<file path="config.mk">
export PLATFORM = sky130hd
export DESIGN_NAME = lynx_keyboard_flat
export DESIGN_NICKNAME = d
export VERILOG_FILES = /design/src/rtl/lynx_keyboard_if.sv /design/src/rtl/lynx_keyboard.sv /design/src/flat_wrapper.sv
export SDC_FILE = /design/constraint.sdc
export NUM_CORES = 1
export LEC_CHECK = 0
export ABC_AREA = 1
export BUFFER_PORTS_ARGS = -buffer_cell sky130_fd_sc_hd__buf_2
export CAP_MARGIN = 40
export CORE_ASPECT_RATIO = 1.2
export CORE_MARGIN = 2
export CORE_UTILIZATION = 45
export CTS_CLUSTER_SIZE = 40
export DETAILED_ROUTE_END_ITERATION = 6
export MAX_ROUTING_LAYER = met4
export PLACE_DENSITY = 0.7
export SLEW_MARGIN = 20
export SYNTH_ARGS = -nofsm -noshare
export SYNTH_HDL_FRONTEND = slang
export SYNTH_SLANG_ARGS = --single-unit
</file>
<file path="constraint.sdc">
create_clock -name clock -period 2.95 [get_ports clock]
set_input_delay 0.59 -clock clock [delete_from_list [all_inputs] [get_ports clock]]
set_output_delay 0.59 -clock clock [all_outputs]
set_load 0.02 [all_outputs]
</file>
<file path="src/rtl/lynx_keyboard_if.sv">
// Scancode input, matrix read port and status lines between the
// PS/2 front end / CPU port decoder and the Lynx keyboard matrix.
interface lynx_keyboard_if;
    logic       ce;
    logic       keyStrb;
    logic [7:0] keyCode;
    logic [3:0] row;
    logic [7:0] cols;
    logic       anyKey;
    logic       busy;

    modport master (
        output ce,
        output keyStrb,
        output keyCode,
        output row,
        input  cols,
        input  anyKey,
        input  busy
    );

    modport slave (
        input  ce,
        input  keyStrb,
        input  keyCode,
        input  row,
        output cols,
        output anyKey,
        output busy
    );
endinterface

</file>
<file path="src/rtl/lynx_keyboard.sv">
// Set-2 scancode stream to Lynx 10x8 key matrix; the CPU reads one
// row at a time as active-low column bits.
module lynx_keyboard #(
    parameter logic [15:0] TIMEOUT = 16'd50000,
    parameter int unsigned ROWS    = 10
) (
    input  logic           clock,
    input  logic           reset,
    lynx_keyboard_if.slave kb
);

    localparam int unsigned COL_W  = 8;
    localparam int unsigned SKIP_W = 3;
    localparam int unsigned TMR_W  = 16;

    localparam logic [7:0] CODE_E0 = 8'hE0;
    localparam logic [7:0] CODE_E1 = 8'hE1;
    localparam logic [7:0] CODE_F0 = 8'hF0;

    logic [COL_W-1:0]  matrix_q [ROWS];
    logic [COL_W-1:0]  matrix_d [ROWS];
    logic              brk_q, brk_d;
    logic              ext_q, ext_d;
    logic [SKIP_W-1:0] skip_q, skip_d;
    logic [TMR_W-1:0]  timer_q, timer_d;
    logic              any_q;
    logic              any_c;
    logic [COL_W-1:0]  cols_c;

    logic              lut_hit;
    logic [3:0]        lut_row;
    logic [2:0]        lut_col;
    logic [7:0]        lut_c;

    // One table entry: {hit, row, col}
    function automatic logic [7:0] ent(input int unsigned r, input int unsigned c);
        return {1'b1, 4'(r), 3'(c)};
    endfunction

    // Scancode (with extended flag) to matrix position
    always_comb begin
        lut_c = 8'h00;
        case ({ext_q, kb.keyCode})
            9'h012, 9'h059: lut_c = ent(0, 0);   // both shifts share one bit
            9'h016:         lut_c = ent(0, 1);
            9'h076:         lut_c = ent(0, 2);
            9'h015:         lut_c = ent(0, 3);
            9'h026:         lut_c = ent(0, 4);
            9'h024:         lut_c = ent(0, 5);
            9'h01D:         lut_c = ent(0, 6);
            9'h01E:         lut_c = ent(0, 7);
            9'h025:         lut_c = ent(1, 0);
            9'h02D:         lut_c = ent(1, 1);
            9'h02C:         lut_c = ent(1, 2);
            9'h014, 9'h114: lut_c = ent(1, 3);
            9'h023:         lut_c = ent(1, 4);
            9'h01B:         lut_c = ent(1, 5);
            9'h01A:         lut_c = ent(1, 6);
            9'h022:         lut_c = ent(1, 7);
            9'h02E:         lut_c = ent(2, 0);
            9'h036:         lut_c = ent(2, 1);
            9'h035:         lut_c = ent(2, 2);
            9'h02B:         lut_c = ent(2, 3);
            9'h034:         lut_c = ent(2, 4);
            9'h021:         lut_c = ent(2, 5);
            9'h01C:         lut_c = ent(2, 6);
            9'h02A:         lut_c = ent(2, 7);
            9'h03D:         lut_c = ent(3, 0);
            9'h03E:         lut_c = ent(3, 1);
            9'h03C:         lut_c = ent(3, 2);
            9'h043:         lut_c = ent(3, 3);
            9'h033:         lut_c = ent(3, 4);
            9'h03B:         lut_c = ent(3, 5);
            9'h032:         lut_c = ent(3, 6);
            9'h031:         lut_c = ent(3, 7);
            9'h046:         lut_c = ent(4, 0);
            9'h045:         lut_c = ent(4, 1);
            9'h044:         lut_c = ent(4, 2);
            9'h04D:         lut_c = ent(4, 3);
            9'h042:         lut_c = ent(4, 4);
            9'h04B:         lut_c = ent(4, 5);
            9'h03A:         lut_c = ent(4, 6);
            9'h041:         lut_c = ent(4, 7);
            9'h04E:         lut_c = ent(5, 0);
            9'h055:         lut_c = ent(5, 1);
            9'h054:         lut_c = ent(5, 2);
            9'h05B:         lut_c = ent(5, 3);
            9'h04C:         lut_c = ent(5, 4);
            9'h052:         lut_c = ent(5, 5);
            9'h049:         lut_c = ent(5, 6);
            9'h04A:         lut_c = ent(5, 7);
            9'h05D:         lut_c = ent(6, 0);
            9'h00E:         lut_c = ent(6, 1);
            9'h175:         lut_c = ent(6, 2);
            9'h16B:         lut_c = ent(6, 3);
            9'h058:         lut_c = ent(7, 0);
            9'h172:         lut_c = ent(7, 2);
            9'h174:         lut_c = ent(7, 3);
            9'h029:         lut_c = ent(8, 0);
            9'h15A:         lut_c = ent(9, 3);
            9'h066:         lut_c = ent(9, 1);
            9'h05A:         lut_c = ent(9, 3);
            default:        lut_c = 8'h00;
        endcase
    end

    assign lut_hit = lut_c[7];
    assign lut_row = lut_c[6:3];
    assign lut_col = lut_c[2:0];

    // Byte decode and prefix timeout
    always_comb begin
        matrix_d = matrix_q;
        brk_d    = brk_q;
        ext_d    = ext_q;
        skip_d   = skip_q;
        timer_d  = timer_q;
        if (kb.ce) begin
            if (kb.keyStrb) begin
                timer_d = '0;
                if (skip_q != '0) begin
                    skip_d = skip_q - SKIP_W'(1);
                end else if (kb.keyCode == CODE_E1) begin
                    skip_d = SKIP_W'(7);
                end else if (kb.keyCode == CODE_E0) begin
                    ext_d = 1'b1;
                end else if (kb.keyCode == CODE_F0) begin
                    brk_d = 1'b1;
                end else if (kb.keyCode == 8'hAA || kb.keyCode == 8'hFC ||
                             kb.keyCode == 8'h00 || kb.keyCode == 8'hFF) begin
                    for (int r = 0; r < int'(ROWS); r++) begin
                        matrix_d[r] = '0;
                    end
                    brk_d = 1'b0;
                    ext_d = 1'b0;
                end else begin
                    for (int r = 0; r < int'(ROWS); r++) begin
                        if (lut_hit && lut_row == 4'(r)) begin
                            matrix_d[r][lut_col] = ~brk_q;
                        end
                    end
                    brk_d = 1'b0;
                    ext_d = 1'b0;
                end
            end else if (brk_q || ext_q) begin
                if (timer_q == TIMEOUT - TMR_W'(1)) begin
                    brk_d   = 1'b0;
                    ext_d   = 1'b0;
                    timer_d = '0;
                end else begin
                    timer_d = timer_q + TMR_W'(1);
                end
            end else begin
                timer_d = '0;
            end
        end
    end

    always_ff @(posedge clock or negedge reset) begin
        if (!reset) begin
            for (int r = 0; r < int'(ROWS); r++) begin
                matrix_q[r] <= '0;
            end
            brk_q   <= 1'b0;
            ext_q   <= 1'b0;
            skip_q  <= '0;
            timer_q <= '0;
        end else begin
            matrix_q <= matrix_d;
            brk_q    <= brk_d;
            ext_q    <= ext_d;
            skip_q   <= skip_d;
            timer_q  <= timer_d;
        end
    end

    // Any-key summary, one cycle behind the matrix
    always_comb begin
        any_c = 1'b0;
        for (int r = 0; r < int'(ROWS); r++) begin
            any_c = any_c | (|matrix_q[r]);
        end
    end

    always_ff @(posedge clock or negedge reset) begin
        if (!reset) begin
            any_q <= 1'b0;
        end else begin
            any_q <= any_c;
        end
    end

    // Row read is combinational so the CPU sees it in the same cycle
    always_comb begin
        cols_c = 8'hFF;
        for (int r = 0; r < int'(ROWS); r++) begin
            if (kb.row == 4'(r)) begin
                cols_c = ~matrix_q[r];
            end
        end
    end

    assign kb.cols   = cols_c;
    assign kb.anyKey = any_q;
    assign kb.busy   = brk_q | ext_q | (skip_q != '0);

endmodule

</file>
<file path="src/flat_wrapper.sv">
// flat-port wrapper written by rule: the top's interface ports become plain ports
module lynx_keyboard_flat 
#(
    parameter logic [15:0] TIMEOUT = 16'd50000,
    parameter int unsigned ROWS    = 10
)
  (clock, reset, kb_ce, kb_keyStrb, kb_keyCode, kb_row, kb_cols, kb_anyKey, kb_busy);
  lynx_keyboard_if kb_i ();
  input  logic clock;
  input  logic reset;
  input wire logic [$bits(kb_i.ce)-1:0] kb_ce;
  input wire logic [$bits(kb_i.keyStrb)-1:0] kb_keyStrb;
  input wire logic [$bits(kb_i.keyCode)-1:0] kb_keyCode;
  input wire logic [$bits(kb_i.row)-1:0] kb_row;
  output wire logic [$bits(kb_i.cols)-1:0] kb_cols;
  output wire logic [$bits(kb_i.anyKey)-1:0] kb_anyKey;
  output wire logic [$bits(kb_i.busy)-1:0] kb_busy;
  assign kb_i.ce = kb_ce;
  assign kb_i.keyStrb = kb_keyStrb;
  assign kb_i.keyCode = kb_keyCode;
  assign kb_i.row = kb_row;
  assign kb_cols = kb_i.cols;
  assign kb_anyKey = kb_i.anyKey;
  assign kb_busy = kb_i.busy;
  lynx_keyboard #(.TIMEOUT(TIMEOUT), .ROWS(ROWS)) u_core (.clock(clock), .reset(reset), .kb(kb_i));
endmodule
</file>
==> results of run 1 <==
-- worst reg2reg max path, delay by kind of cell (launching register included) --
family	cells	cell delay, ns
buf+inv	2	0.30
flops	1	0.52
simple gates	11	1.76
-- cells in the mapped netlist (all sizes together), types with 2 or more instances --
cell type / instances / area (um^2)
nand2: 382 / 1440
nand3: 152 / 766
nor2: 132 / 510
dfrtp: 102 / 2550
inv: 95 / 357
a21oi: 32 / 186
o21ai: 26 / 134
nor3: 19 / 105
nor4: 19 / 119
nand4: 18 / 119
buf: 14 / 76.3
clkbuf: 5 / 18.8
a21boi: 4 / 30.0
a221oi: 3 / 26.3
a31oi: 3 / 18.8
ha: 3 / 37.5
o22ai: 3 / 18.8
xor2: 3 / 26.3
a22oi: 2 / 15.0
-- power groups by stage --
| stage | Clock [mW] | Combinational [mW] | Sequential (mW) |
|---|---|---|---|
| 2_1_floorplan | 0 | 0.485 | 1.53 |
| 5_1_grt | 1.35 | 0.790 | 1.55 |
| 3_5_place_dp | 0 | 0.698 | 1.56 |
| 3_3_place_gp | 0 | 0.698 | 1.56 |
| 6_report | 1.27 | 0.705 | 1.54 |
| 4_1_cts | 1.29 | 0.701 | 1.54 |
-- state kept, by name, summed over array words and instances (netlist names) --
name and flops:
u_core.matrix_q 80, u_core.timer_q 16, u_core.skip_q 3, u_core.brk_q 1
u_core.ext_q 1, u_core.kb.anyKey 1
-- logic make-up after synthesis --
logic type,synth area share
flip-flops,0.383
XOR/XNOR,0.00526
adder cells (fa/ha/maj),0.00564
buffers and inverters,0.0684
AND/OR/NAND/NOR,0.464
AO/OA/AOI/OAI,0.0738
-- how the worst max path moves through the flow --
stage                                endpoint  slack (ns)  depth (start not counted)
final                              kb_cols[4]        0.16                         14
after global placement    u_core.matrix_q[25]        0.05                         16
after CTS                          kb_cols[6]        0.17                         13
after global routing      u_core.matrix_q[53]       0.009                         13
after floorplan                    kb_cols[6]        0.30                         11
after detailed placement  u_core.matrix_q[25]        0.09                         16
-- through the flow --
step           cells  worst slack (ns)  power, mW   util
2_1_floorplan   1030             0.302       2.02      -
3_3_place_gp    1253            0.0543       2.26  0.506
3_5_place_dp    1253            0.0858       2.26  0.506
4_1_cts         1269             0.172       3.53  0.528
5_1_grt         1269           0.00898       3.69  0.528
6_report        1269             0.161       3.51  0.528
-- final cells by class --
type                    count  area, um^2  area share
well taps                 175         219      0.0288
inverters                  96         360      0.0473
flip-flops and latches    102        2550       0.335
multi-input cells         813        3660       0.481
clock buffers               9         225      0.0296
clock inverters             7        91.3      0.0120
repair buffers             67         505      0.0664
-- layer usage --
metal	track usage	vias up	share of wire	wire length, um
li1	-	3479	-	-
met1	0.342	3207	0.43	8670
met2	0.461	248	0.49	9910
met3	0.0396	65	0.051	1030
met4	0.127	0	0.037	762
met5	-	-	0	0
-- repair_timing --
action                                  in CTS  in global routing
endpoints found under the setup margin       0                  3
setup buffers                                0                  0
resized for setup                            0                  3
==> metrics, run 1 <==
Seq pwr share=0.438; detailed-route wire length=between 20 and 25 mm; clock share of power=0.361; commonest non-fill, non-tap cell in the layout=nand2_1; Leakage=4.08 nW; cell area after layout=0.00761 mm^2; Fill cells=approximately 1,500; FP Rows=48; total gr overflow=0; # Max-Cap Violations=0; number of port buffers=25; drt pass-1 iters=5; Top FF cell, synth=dfrtp_1; Worst R2R Path Depth=13; CP Launch Point=kb_row[0]; Int Pwr=between 2 and 2.5 mW; Netlist cell types=44; Tcrit/Tclk final=0.945; GRT Total Usage=0.280; CP startpoint kind=input pin; commonest cells after routing, fill and taps aside=nand2_1, nand3_1, nor2_1; post-synthesis sequential area ratio=0.383; Fin Hold WS=0.204 ns; CP max-delay cell=nor2_1; DR iter-0 viols=511; H-tree Lvls=3; syn_nets=1,049; Slew headroom=0.639; Residual DRC=0; Layout area overhead=14.3%; average vias per placed instance=5.52; Post-CTS Hold Buffers=0; maximum clock path buffer count=2; crit path buf inv count=4; share of cells above drive strength 1=0.0996; Final setup viols=0; CTS tree=yes; area of the core=0.0144 mm^2; via count=approximately 7,000; max-slew violations=0; Final Hold Viols=0; Tightest Hold Check Type=input pin to asynchronous set/reset pin; launching point of the worst reg2reg path=u_core.ext_q; clock transition at the registers of the reported paths=roughly 0.070 ns; worst reg-to-reg setup slack=0.24 ns; #FFs+latches synth=102; # nets final=between 1,000 and 1,500; crit path DAT=between 2 and 2.5 ns; io pins=26; drt wl/cell=16.1 um; die width=115 um; vias in the first global route=approximately 6,700; post-synthesis cell count=1,030; Switch Pwr=1.16 mW; combinational fraction of design power=0.201; Post-Place Cell Area=about 0.0073 mm^2; # diodes=0; status=finished clean; synthesized cell area=0.00666 mm^2; initial antenna violation count=0; Achievable Freq=359 MHz; Die H=137 um; TNS Setup=0 ns; number of buffers created by CTS=9; Worst Path Required=2.36 ns; die area=0.0158 mm^2; largest net degree at the start of global routing=65; Critical Path Max Stage Delay=~0.35 ns; Routability Congestion=0.969; r2r endpoint=u_core.matrix_q[59]; first-pass GRT wire length=33.6 mm; kind of critical path=input pin to output pin; Post-synth EDFFs=0; critical-path cell list=buf_2 -> inv_1 -> nor2_1 -> buf_4 -> nand3_1 -> nand3_1 -> o21ai_0 -> nand3_1 -> o21ai_0 -> nand3_1 -> o21ai_0 -> nand2_1 -> o21ai_0 -> buf_2; pwr dens=461 mW/mm^2; syn_area_per_cell=6.47 um^2; CTS root buffer=clkbuf_16; Initial Util=0.462; Worst Setup End Kind=output pin; Synth Warn #=0; VDD IR max=292 uV; skew final=0.00934 ns; Slew @ Worst Pin=0.538 ns; clk sinks=102; ys async rst share=1.00; switching share of power=0.331; hpwl dp=roughly 16 mm; crit-path max FO=8; clk_lat worst skew=0.36 ns; Largest delay share family, worst path=simple AND/OR/NAND/NOR gates; fin crit period=about 2.8 ns; Post-DRT Antenna Nets=0; RSZ-0062 raised after global routing=no
Note: power is estimated with default switching activity, not from simulation.
==> run 2: changes to the inputs <==
- GPL_TIMING_DRIVEN: not set -> 0
==> metrics, run 2 (synthesis results as in run 1) <==
average vias per placed instance=5.53 (+0.27%); Residual DRC=5 (+5); CP Launch Point=kb_row[3]; Slew @ Worst Pin=0.723 ns (+0.185 ns); VDD IR max=289 uV (-1.2%); failing checks=DRC; r2r endpoint=u_core.matrix_q[75]; number of port buffers=25 (unchanged); io pins=26 (unchanged); critical-path cell list=buf_2 -> nor2_1 -> buf_4 -> inv_1 -> nor2_2 -> nand2_1 -> nand3_1 -> o21ai_0 -> nand3_1 -> o21ai_0 -> nand2_1 -> o21ai_0 -> buf_2; Switch Pwr=1.15 mW (-0.80%); area occupied by multi-input gates=0.00369 mm^2 (+0.99%); clk_lat worst skew=0.36 ns (about the same); Critical Path Max Stage Delay=0.32 ns (-0.03 ns); # diodes=0 (unchanged); FP Rows=48 (unchanged); commonest non-fill, non-tap cell in the layout=nand2_1; total gr overflow=0 (unchanged); met2 global-route usage=0.467 (+0.00654); CP Depth=13 (-1); switching share of power=0.329 (-0.00166); Initial Util=0.462 (unchanged); kind of critical path=input pin to output pin; busiest grt layer=met2; maximum clock path buffer count=2 (unchanged); Final Hold Viols=0 (unchanged); Tcrit/Tclk final=0.961 (+0.0152); Tightest Hold Check Type=input pin to asynchronous set/reset pin; clock share of power=0.359 (-0.002); drt pass-1 iters=7 (+2); launching point of the worst reg2reg path=u_core.ext_q; Routability Congestion=1.01 (+4.6%); Die H=137 um (unchanged); GRT Total Usage=0.279 (-0.00123); post-CTS setup buffers=0 (unchanged); area of the core=0.0144 mm^2 (unchanged); RSZ-0062 raised after global routing=no; die width=115 um (unchanged); Layout area overhead=11.1%; DR iter-0 viols=484 (-5.3%); CP max-delay cell=nor2_2; Seq pwr share=0.434 (-0.004); Leakage=3.91 nW (-4.1%); Reg with most FFs=u_core.matrix_q; Final setup viols=0 (unchanged); clk sinks=102 (unchanged); hpwl dp=15.6 mm (+0.89%); Largest register FFs=80 (unchanged); via count=6,896 (-1.5%); status=finished, violations left; end point of the critical path=kb_cols[4]; CP startpoint kind=input pin; Achievable Freq=353 MHz (-1.6%); Worst path most repeated cell=o21ai_0; Largest delay share family, worst path=simple AND/OR/NAND/NOR gates; Worst R2R Path Depth=14 (+1); Post-DRT Antenna Nets=0 (unchanged); Post-CTS Hold Buffers=0 (unchanged); Post-Place Cell Area=0.00705 mm^2 (-3.3%); detailed-route wire length=20.6 mm (+0.89%); Worst Path Required=2.36 ns (about the same); biggest regs=u_core.matrix_q x80, u_core.timer_q x16, u_core.skip_q x3; crit-path max FO=10 (+2); drt wl/cell=16.5 um (+2.7%); pwr dens=473 mW/mm^2 (+2.6%); H-tree Lvls=3 (unchanged); fin crit period=2.83 ns (+0.0447 ns); combinational fraction of design power=0.207 (+0.006); grt met1 use=0.325 (-0.0170); CTS tree=yes; cell area after layout=0.00740 mm^2 (-2.8%); crit path buf inv count=4 (unchanged); skew final=0.0136 ns (+0.00426 ns); Worst Setup End Kind=output pin; max-slew violations=0 (unchanged); FF/Latch Area=0.00255 mm^2 (unchanged); largest net degree at the start of global routing=79 (+22%); commonest cells after routing, fill and taps aside=nand2_1, nand3_1, nor2_1; Fill cells=1,474 (+0.75%); Slew headroom=0.518 (-0.120); die area=0.0158 mm^2 (unchanged); number of buffers created by CTS=9 (unchanged); crit path DAT=2.24 ns (+0.04 ns); share of cells above drive strength 1=0.0812 (-0.0185); worst reg-to-reg setup slack=0.21 ns (-0.03 ns); first-pass GRT wire length=33.2 mm (-1.1%); Final Util=0.513 (-0.0148); vias in the first global route=6,647 (-0.73%); initial antenna violation count=0 (unchanged); clock transition at the registers of the reported paths=0.07 ns (about the same); CTS root buffer=clkbuf_16; Int Pwr=2.35 mW (about the same); # nets final=1,086 (-2.0%); # Max-Cap Violations=0 (unchanged); met3 Use GR=0.0436 (+0.00396)
## run 2: cell types whose count changed in the layout (fill, tap and decap cells not counted), sizes merged
cell,previous run,this run
clkbuf,9,15
clkinvlp,1,2
clkinv,4,1
buf,67,41
## run 2: layout make-up
type | count | area share
Multi-Input combinational cell | 813 | 0.499
Timing Repair Buffer | 27 | 0.0225
Sequential cell | 102 | 0.345
Clock inverter | 5 | 0.00879
Tap cell | 175 | 0.0296
Buffer | 18 | 0.0132
Clock buffer | 11 | 0.0328
Inverter | 96 | 0.0487
## run 2: how the worst min path moves through the flow
stage	start	cells after the start	to
finish	reset	1	u_core.matrix_q[65]
detailed placement	u_core.matrix_q[22]	2	u_core.matrix_q[22]
CTS	reset	1	u_core.matrix_q[65]
global placement	u_core.matrix_q[30]	2	u_core.matrix_q[30]
global route	reset	1	u_core.matrix_q[11]
floorplan	reset	0	u_core.brk_q
## run 2: through the flow
stage	power [mW]	TNS [ns]	std cells	worst slack (ns)	hold slack, ns
final	3.50	0	1247	0.116	0.0856
after global routing	3.67	0	1247	0.000941	0.0960
after CTS	3.50	0	1247	0.00367	0.0862
after detailed placement	2.25	-2.60	1232	-0.436	0.456
after global placement	2.25	-2.86	1230	-0.472	0.452
after floorplan	2.02	0	1030	0.302	0.294
## run 2: power by group through the flow
stage | logic [mW] | clock network (mW) | registers (mW)
after floorplan | 0.485 | 0 | 1.53
after global placement | 0.705 | 0 | 1.54
after detailed placement | 0.710 | 0 | 1.54
after CTS | 0.714 | 1.27 | 1.52
after global routing | 0.808 | 1.34 | 1.53
final | 0.725 | 1.26 | 1.52
## run 2: per-layer routing
layer | vias up | share of wire | wire [um]
met5 | - | 0 | 0
met4 | 0 | 0.040 | 817
met3 | 56 | 0.058 | 1200
met2 | 258 | 0.49 | 10100
met1 | 3144 | 0.41 | 8480
li1 | 3438 | - | -
## run 2: repair_timing
item	in CTS	in global routing
pin swaps	0	0
gates resized for setup	6	14
endpoints found under the setup margin	8	21
==> run 3: changes to the inputs <==
- BUFFER_PORTS_ARGS: -buffer_cell sky130_fd_sc_hd__buf_2 -> -buffer_cell sky130_fd_sc_hd__buf_4
==> metrics, run 3 (synthesis results as in run 1) <==
commonest non-fill, non-tap cell in the layout=nand2_1; vias in the first global route=6,700 (+0.80%); drt pass-1 iters=6 (-1); fin crit period=2.85 ns (+0.0117 ns); drt wl/cell=16.4 um (-0.30%); Layout area overhead=12.1%; share of cells above drive strength 1=0.0866 (+0.00544); Critical Path Max Stage Delay=0.26 ns (-0.06 ns); Residual DRC=0 (-5); status=finished clean; Worst Setup End Kind=output pin; Worst Path Required=2.36 ns (about the same); crit path buf inv count=5 (+1); Final setup viols=0 (unchanged); placed insts=1,231 (-0.081%); biggest regs=u_core.matrix_q x80, u_core.timer_q x16, u_core.skip_q x3; CP Depth=12 (-1); Achievable Freq=351 MHz (-0.41%); die area=0.0158 mm^2 (unchanged); Slew headroom=0.552 (+0.0341); Largest register FFs=80 (unchanged); number of buffers created by CTS=9 (unchanged); pwr dens=462 mW/mm^2 (-2.5%); kind of critical path=input pin to output pin; initial antenna violation count=0 (unchanged); crit path DAT=2.26 ns (+0.02 ns); H-tree Lvls=3 (unchanged); Slew @ Worst Pin=0.668 ns (-0.0548 ns); Initial Util=0.462 (unchanged); CTS root buffer=clkbuf_16; Post-Place Cell Area=0.00710 mm^2 (+0.75%); maximum clock path buffer count=2 (unchanged); # nets final=1,088 (+0.18%); crit-path max FO=10 (unchanged); Tcrit/Tclk final=0.965 (+0.00396); max-slew violations=0 (unchanged); largest net degree at the start of global routing=56 (-29%); first-pass GRT wire length=33.5 mm (+0.83%); area of the core=0.0144 mm^2 (unchanged); # diodes=0 (unchanged); Die H=137 um (unchanged); io pins=26 (unchanged); Routability Congestion=1.05 (+3.3%); Reg with most FFs=u_core.matrix_q; VDD IR max=276 uV (-4.5%); hpwl dp=15.5 mm (-1.0%); Leakage=3.95 nW (+1.1%); Post-Layout Cell Count=1,249 (+0.16%); FP Rows=48 (unchanged); CP startpoint kind=input pin; Final Hold Viols=0 (unchanged); clk_lat worst skew=0.35 ns (about the same); cell area after layout=0.00747 mm^2 (+0.91%); commonest cells after routing, fill and taps aside=nand2_1, nand3_1, nor2_1; # Max-Cap Violations=0 (unchanged); clock transition at the registers of the reported paths=0.07 ns (about the same); DR iter-0 viols=580 (+20%); clk sinks=102 (unchanged); detailed-route wire length=20.5 mm (-0.14%); total gr overflow=0 (unchanged); CTS tree=yes; fin worst setup slack=0.105 ns (-0.0117 ns); critical-path cell list=buf_4 -> inv_1 -> nor2_4 -> inv_1 -> nor2_4 -> inv_1 -> o21ai_0 -> nand3_1 -> o21ai_0 -> nand2_1 -> o21ai_0 -> buf_4; dpl ws=-0.484 ns (-0.0485 ns); average vias per placed instance=5.57 (+0.77%); number of port buffers=25 (unchanged); skew final=0.0102 ns (-0.00336 ns); GRT Total Usage=0.278 (-0.000870); CP max-delay cell=nor2_4; via count=6,960 (+0.93%); Worst R2R Path Depth=16 (+2); Post-DRT Antenna Nets=0 (unchanged); Fill cells=1,480 (+0.41%); Tightest Hold Check Type=input pin to asynchronous set/reset pin; TNS Setup=0 ns (unchanged); Largest delay share family, worst path=simple AND/OR/NAND/NOR gates; die width=115 um (unchanged)
[run 3: cell types whose count changed in the layout (fill, tap and decap cells not counted), moves of 2 or more]
cell | previous run | this run
clkinv_2 | 0 | 2
nor2_1 | 121 | 119
buf_4 | 5 | 30
nor2_2 | 9 | 11
buf_2 | 28 | 4
clkinvlp_4 | 2 | 0
[run 3: area by class of cell]
| cell class | instances | area, um^2 | area share |
|---|---|---|---|
| clock buffers | 11 | 253 | 0.0339 |
| repair buffers | 29 | 241 | 0.0323 |
| well taps | 175 | 219 | 0.0293 |
| flip-flops and latches | 102 | 2550 | 0.342 |
| multi-input cells | 813 | 3700 | 0.496 |
| inverters | 96 | 360 | 0.0483 |
| plain buffers | 18 | 97.6 | 0.0131 |
| clock inverters | 5 | 38.8 | 0.00520 |
[run 3: final timing paths]
kind,start,to,slack [ns]
max in group asynchronous,reset,u_core.timer_q[15],2.12
setup reg to reg,u_core.ext_q,u_core.matrix_q[39],0.18
hold reg to reg,u_core.matrix_q[30],u_core.matrix_q[30],0.47
setup / recovery,kb_row[2],kb_cols[4],0.10
hold / removal,reset,u_core.matrix_q[26],0.19
min in group clock,u_core.matrix_q[30],u_core.matrix_q[30],0.47
[run 3: power by group]
group / internal, mW / switching (mW) / total, mW
combinational: 0.204 / 0.532 / 0.737
sequential: 1.47 / 0.0506 / 1.52
clock: 0.629 / 0.562 / 1.19
total: 2.30 / 1.15 / 3.45
[run 3: what timing repair did]
action | CTS | global route
gates resized for setup | 8 | 14
hold endpoints to repair | 0 | 0
buffers inserted | 0 | 2
hold buffers | 0 | 0
setup endpoints to repair | 8 | 29
[run 3: layer usage]
| metal | vias up | wire length [um] | global-route usage | share of wire |
|---|---|---|---|---|
| met4 | 0 | 771 | 0.131 | 0.038 |
| met1 | 3169 | 8480 | 0.338 | 0.41 |
| met2 | 297 | 9970 | 0.457 | 0.49 |
| met5 | - | 0 | - | 0 |
| met3 | 55 | 1300 | 0.0383 | 0.063 |
| li1 | 3439 | - | - | - |
[run 3: per-stage QoR]
stage / total power [mW] / utilization / hold WS [ns]
after floorplan: 2.02 / - / 0.294
after global placement: 2.26 / 0.490 / 0.452
after detailed placement: 2.26 / 0.492 / 0.459
after CTS: 3.44 / 0.514 / 0.214
after global routing: 3.61 / 0.518 / 0.229
final: 3.45 / 0.518 / 0.195
